===== src/rtl/mem_stage.sv =====
// MEM pipeline stage: decodes loads/stores, runs a req/ack bus handshake and registers WB outputs.
// Optional bus watchdog enabled by defining MEM_BUS_TIMEOUT_EN.
module mem_stage (
   input  logic        clk,
   input  logic        reset,
   input  logic [31:0] Instr_MEM,
   input  logic [31:0] ALUout_MEM,
   input  logic [31:0] RT_MEM,
   input  logic [31:0] PC8_MEM,
   input  logic [31:0] CP0_RD_MEM,
   output logic [31:0] Instr_WB,
   output logic [31:0] ALUout_WB,
   output logic [31:0] DM_RD_WB,
   output logic [31:0] PC8_WB,
   output logic [31:0] CP0_RD_WB,
   output logic        Stall_MEM,
   output logic        bus_req,
   output logic        bus_we,
   output logic [3:0]  bus_be,
   output logic [31:0] bus_addr,
   output logic [31:0] bus_wdata,
   input  logic [31:0] bus_rdata,
   input  logic        bus_ack,
   output logic        Exc_AdEL,
   output logic        Exc_AdES,
   output logic        BusErr
);

   typedef enum logic [0:0] {StIdle, StWait} state_e;

   state_e      state_q, state_d;
   logic [5:0]  opcode;
   logic [1:0]  addr_lo;
   logic        is_lw, is_lh, is_lhu, is_lb, is_lbu, is_sw, is_sh, is_sb;
   logic        is_load, is_store, misaligned, aligned_op, in_wait, timeout, wb_bubble;
   logic [7:0]  lane_byte;
   logic [15:0] lane_half;
   logic [31:0] load_data;

   assign opcode  = Instr_MEM[31:26];
   assign addr_lo = ALUout_MEM[1:0];

   always_comb begin
      is_lw  = 1'b0;
      is_lh  = 1'b0;
      is_lhu = 1'b0;
      is_lb  = 1'b0;
      is_lbu = 1'b0;
      is_sw  = 1'b0;
      is_sh  = 1'b0;
      is_sb  = 1'b0;
      case (opcode)
         6'h23:   is_lw  = 1'b1;
         6'h21:   is_lh  = 1'b1;
         6'h25:   is_lhu = 1'b1;
         6'h20:   is_lb  = 1'b1;
         6'h24:   is_lbu = 1'b1;
         6'h2B:   is_sw  = 1'b1;
         6'h29:   is_sh  = 1'b1;
         6'h28:   is_sb  = 1'b1;
         default: ;
      endcase
   end

   assign is_load    = is_lw | is_lh | is_lhu | is_lb | is_lbu;
   assign is_store   = is_sw | is_sh | is_sb;
   assign misaligned = ((is_lw | is_sw) & (addr_lo != 2'b00)) |
                       ((is_lh | is_lhu | is_sh) & addr_lo[0]);
   assign aligned_op = (is_load | is_store) & ~misaligned;
   assign in_wait    = (state_q == StWait);

`ifdef MEM_BUS_TIMEOUT_EN
   logic [7:0] cnt_q, cnt_d;

   // Counter holds the number of ack-less WAIT cycles seen so far.
   always_comb begin
      cnt_d = cnt_q;
      if (!in_wait)      cnt_d = 8'd0;
      else if (!bus_ack) cnt_d = cnt_q + 8'd1;
   end

   always_ff @(posedge clk or posedge reset) begin
      if (reset) cnt_q <= 8'd0;
      else       cnt_q <= cnt_d;
   end

   assign timeout = in_wait & ~bus_ack & (cnt_q == 8'hFF);
`else
   assign timeout = 1'b0;
`endif

   always_ff @(posedge clk or posedge reset) begin
      if (reset) state_q <= StIdle;
      else       state_q <= state_d;
   end

   always_comb begin
      state_d = state_q;
      unique case (state_q)
         StIdle: if (aligned_op) state_d = StWait;
         StWait: if (bus_ack || timeout) state_d = StIdle;
         default: state_d = StIdle;
      endcase
   end

   always_comb begin
      bus_req   = ~reset & in_wait;
      bus_we    = bus_req & is_store;
      bus_addr  = {ALUout_MEM[31:2], 2'b00};
      Stall_MEM = ~reset & aligned_op & ~(in_wait & bus_ack) & ~timeout;
      Exc_AdEL  = ~reset & ~in_wait & is_load & misaligned;
      Exc_AdES  = ~reset & ~in_wait & is_store & misaligned;
      BusErr    = ~reset & timeout;
   end

   always_comb begin
      bus_be = 4'b0000;
      if (is_sw)      bus_be = 4'b1111;
      else if (is_sh) bus_be = addr_lo[1] ? 4'b1100 : 4'b0011;
      else if (is_sb) bus_be = 4'b0001 << addr_lo;
   end

   always_comb begin
      bus_wdata = RT_MEM;
      if (is_sb)      bus_wdata = {4{RT_MEM[7:0]}};
      else if (is_sh) bus_wdata = {2{RT_MEM[15:0]}};
   end

   // Little-endian lane select from the returned word.
   assign lane_byte = bus_rdata[{addr_lo, 3'b000} +: 8];
   assign lane_half = addr_lo[1] ? bus_rdata[31:16] : bus_rdata[15:0];

   always_comb begin
      load_data = 32'd0;
      if (is_lb)       load_data = {{24{lane_byte[7]}}, lane_byte};
      else if (is_lbu) load_data = {24'd0, lane_byte};
      else if (is_lh)  load_data = {{16{lane_half[15]}}, lane_half};
      else if (is_lhu) load_data = {16'd0, lane_half};
      else if (is_lw)  load_data = bus_rdata;
   end

   assign wb_bubble = Stall_MEM | Exc_AdEL | Exc_AdES | timeout;

   always_ff @(posedge clk or posedge reset) begin
      if (reset) begin
         Instr_WB  <= 32'd0;
         ALUout_WB <= 32'd0;
         DM_RD_WB  <= 32'd0;
         PC8_WB    <= 32'd0;
         CP0_RD_WB <= 32'd0;
      end else if (wb_bubble) begin
         Instr_WB  <= 32'd0;
         ALUout_WB <= 32'd0;
         DM_RD_WB  <= 32'd0;
         PC8_WB    <= 32'd0;
         CP0_RD_WB <= 32'd0;
      end else begin
         Instr_WB  <= Instr_MEM;
         ALUout_WB <= ALUout_MEM;
         DM_RD_WB  <= is_load ? load_data : 32'd0;
         PC8_WB    <= PC8_MEM;
         CP0_RD_WB <= CP0_RD_MEM;
      end
   end

endmodule


===== config.mk =====
export PLATFORM = sky130hd
export DESIGN_NAME = mem_stage
export DESIGN_NICKNAME = d
export VERILOG_FILES = /design/src/rtl/mem_stage.sv
export SDC_FILE = /design/constraint.sdc
export NUM_CORES = 1
export LEC_CHECK = 0
export ABC_CLOCK_PERIOD_IN_PS = 6300
export BUFFER_PORTS_ARGS = -buffer_cell sky130_fd_sc_hd__buf_2
export CORE_AREA = 3 3 167 169
export CTS_BUF_LIST = sky130_fd_sc_hd__clkbuf_4
export DETAILED_ROUTE_END_ITERATION = 8
export DIE_AREA = 0 0 170 172
export GPL_ROUTABILITY_DRIVEN = 0
export GPL_TIMING_DRIVEN = 0
export SETUP_SLACK_MARGIN = 0.1
export SYNTH_ARGS = -nofsm -noshare
export SYNTH_HDL_FRONTEND = slang
export SYNTH_SLANG_ARGS = --single-unit

===== constraint.sdc =====
create_clock -name clk -period 6.3 [get_ports clk]
set_input_delay 1.26 -clock clk [delete_from_list [all_inputs] [get_ports clk]]
set_output_delay 1.26 -clock clk [all_outputs]
set_load 0.05 [all_outputs]

==> summary.txt <==
Drt
  – Vias per inst: 4.60
  – DR top layer: met4
  – Vias post-DR: about 6400
  – Post-route DRC: 0
  – DRT Pass-1 Iters: 4
  – Wire per inst: a little under 20 um
  – DR WL met3: roughly 1.9 mm
  – ANT nets after route: 0
  – Wl on met1: roughly 11 mm
  – Met2 WL: between 10 and 15 mm
  – DRT iter0 DRCs: just over 300
  – Final wirelength: between 20 and 30 mm

Logic synthesis
  – Synth Area per Inst: 12.8 sq um
  – Post-synthesis sequential area ratio: between 50% and 60%
  – Area of the mapped netlist: 7570 sq um
  – Register bit total from synthesis: about 160
  – Post-synth top area cell: dfrtp_1
  – Async SR Flop Fraction: 100%
  – Post-synth EDFFs: 0
  – Post-synth top area share: 53.2%
  – Gate Count Post-Synth: approximately 590
  – Ys Warns: 0
  – Synth unique cells: 43
  – Top_reg_cell synth: dfrtp_1
  – Top post-synthesis cells by area: dfrtp_1 53%, nor3b_2 12%, nor3b_1 5.6%

Floorplan
  – Total die area: a little under 30000 sq um
  – Row count: 60
  – Height of the die: between 150 and 200 um
  – Die X-Extent: 170 um
  – Initial core utilization: roughly 28%
  – I/O pin count: roughly 430
  – Core area: between 20000 and 30000 sq um

Finish
  – Final std cells w/o fill: 1395
  – Area grow syn2layout: 38.4%
  – Finished Cell Area: ~10000 sq um
  – Nets: 1233
  – Layout cells sized above 1: a little over three fifths

Worst setup path
  – Worst Path Arrival: ~3.3 ns
  – Worst path cell trace: buf_2, clkbuf_1, inv_1, nand2_1, clkbuf_1, nand2_1, o21ai_0, buf_2
  – CP startpoint kind: input pin
  – CP top delay family: buffers and inverters
  – Req. time, crit path: approximately 5.0 ns
  – Crit path max fanout: 10
  – Buffers & Inverters on Critical Path: 5
  – Worst Setup End Kind: output pin
  – Worst Setup SP: Instr_MEM[27]
  – Crit path largest cell delay: approximately 0.43 ns
  – Crit-path slowest cell: clkbuf_1
  – Worst flop-to-flop path startpoint: in_wait$_DFF_PP0_
  – Crit path kind: in -> out

GRT
  – Antenna violations before repair: 1
  – Largest net degree at the start of global routing: between 90 and 100
  – Vias in the first global route: 6524
  – Global-route wire length before repair: between 30 and 40 mm
  – Total grt overflow: 0
  – Global Route Usage Sum: 17.9%

Clock network
  – Root Buffer: clkbuf_4
  – CTS tree: built
  – Post-CTS Setup Bufs: 0
  – Post-CTS Resized: 0
  – Worst-skew pair later-pin latency: about 0.53 ns
  – H-tree levels: 4
  – Longest Clk Path Bufs: 2
  – Clock transition at path regs: ~0.17 ns
  – CTS Sinks: roughly 160
  – Hold Buf Count CTS: 0
  – CTS Buf Count: 17

Min path
  – HP Start: in_wait$_DFF_PP0_
  – Min-delay worst type: reg -> reg

STA
  – F_max: about 220 MHz
  – Setup-failing EPs final: 0
  – Slew @ Worst Pin: between 1 and 1.5 ns
  – Max Slew Vio Count: 0
  – Final clock skew: approximately 0.029 ns
  – Fin crit period: between 4 and 5 ns
  – Hold Fails Final Rpt: 0
  – Hold Slack: roughly 0.68 ns
  – Slew margin rel.: 25.1%
  – Final setup margin: between 1.5 and 2 ns
  – RSZ-0062 raised after global routing: no
  – Tcrit/Tclk final: between 70 and 80%

Place
  – HPWL after DPL: 21.5 mm
  – IO Port Bufs: 422
  – Pre-CTS setup slack: around 1.8 ns
  – # placed instances: 1360
  – Placement Cell Area: between 10000 and 15000 sq um

Status
  – Status: finished clean

Run
  – MaxCap Viol Count: 0

Pwr
  – Leakage: between 5 and 6 nW
  – Total Power: roughly 2.5 mW
  – P per Cell Area: between 200 and 250 nW/um^2
  – VDD IR max: 0.103 mV
synth_stat cells, types with 3 or more instances:
master / instances
nor3b_2: 71
nor3b_1: 56
nor3_2: 25
nand2_1: 23
buf_4: 46
nand2b_1: 3
clkbuf_1: 20
mux2i_1: 12
buf_2: 19
a21oi_1: 4
nor2b_1: 5
and3_1: 21
o21ai_0: 38
nor3_1: 8
mux4_2: 7
nor2_1: 6
buf_6: 11
dfrtp_1: 161
inv_1: 4
a22oi_1: 11
mux2_2: 17
kinds of logic after synthesis:
family          after synthesis  share of synthesized area, %
simple gates                231                          26.6
flops                       161                          53.2
buf+inv                     101                          8.69
compound gates               64                          5.30
mux                          36                          6.19
other cells                   1                        0.0495
layout by cell type (no fill, tap or decap), drive strengths merged, types with 2 or more instances in the layout:
master,n
inv,10
nor4b,4
mux2i,12
buf,500
clkinv,9
dfrtp,161
a21oi,4
mux4,7
and3,21
o2bb2ai,2
nor2b,5
nor3b,127
and4,2
nor2,6
conb,3
nand2b,3
o21ai,38
diode,3
nor4,2
nor3,33
nand2,23
mux2,17
clkbuf,37
a22oi,11
routing by layer:
| layer | global-route usage [%] | vias up |
|---|---|---|
| li1 | - | 2940 |
| met1 | 21.2 | 3167 |
| met2 | 33.2 | 304 |
| met3 | 3.82 | 11 |
| met4 | 4.09 | 0 |
| met5 | 0 | - |
stage by stage:
step	util, %	setup TNS [ns]
floorplan	-	0
global placement	37.9	-238.72
detailed placement	38.0	0
CTS	39.2	0
global route	39.2	0
finish	39.2	0
path summary, 6_finish.rpt:
check	end	slack, ns	depth (start not counted)
worst max-delay path	bus_wdata[29]	1.74	8
worst min-delay path	in_wait$_DFF_PP0_	0.68	2
worst max register to register	DM_RD_WB[27]$_DFF_PP0_	4.49	3
worst min register to register	in_wait$_DFF_PP0_	0.68	2
max in group asynchronous	PC8_WB[29]$_DFF_PP0_	4.66	3
min in group asynchronous	CP0_RD_WB[3]$_DFF_PP0_	0.78	2
power breakdown:
group / internal, mW / switching (mW) / leakage (nW)
clock: 0.191 / 0.480 / 0.165
sequential: 1.09 / 0.0144 / 1.97
combinational: 0.193 / 0.483 / 3.35
tightest hold or removal path, cell delays in order, from the launching register on:
cell	delay (ns)
dfrtp_1	0.46
inv_1	0.11
o21ai_0	0.08
cell type report:
| cell class | instances | area [sq um] |
|---|---|---|
| timing repair buffer | 423 | 2140 |
| clock inverter | 15 | 186 |
| clock buffer | 17 | 128 |
| fill | 2643 | 16200 |
| tap | 341 | 427 |
| multi-input combinational | 334 | 2900 |
| inverter | 4 | 22.5 |
| buffer | 97 | 643 |
| antenna | 3 | 7.51 |
| sequential | 161 | 4030 |
flip-flops by register name (all words and copies together) (netlist names):
register,count
DM_RD_WB,32
Instr_WB,32
CP0_RD_WB,32
in_wait,1
ALUout_WB,32
PC8_WB,32
No activity file was read; power rests on OpenSTA's default activity.
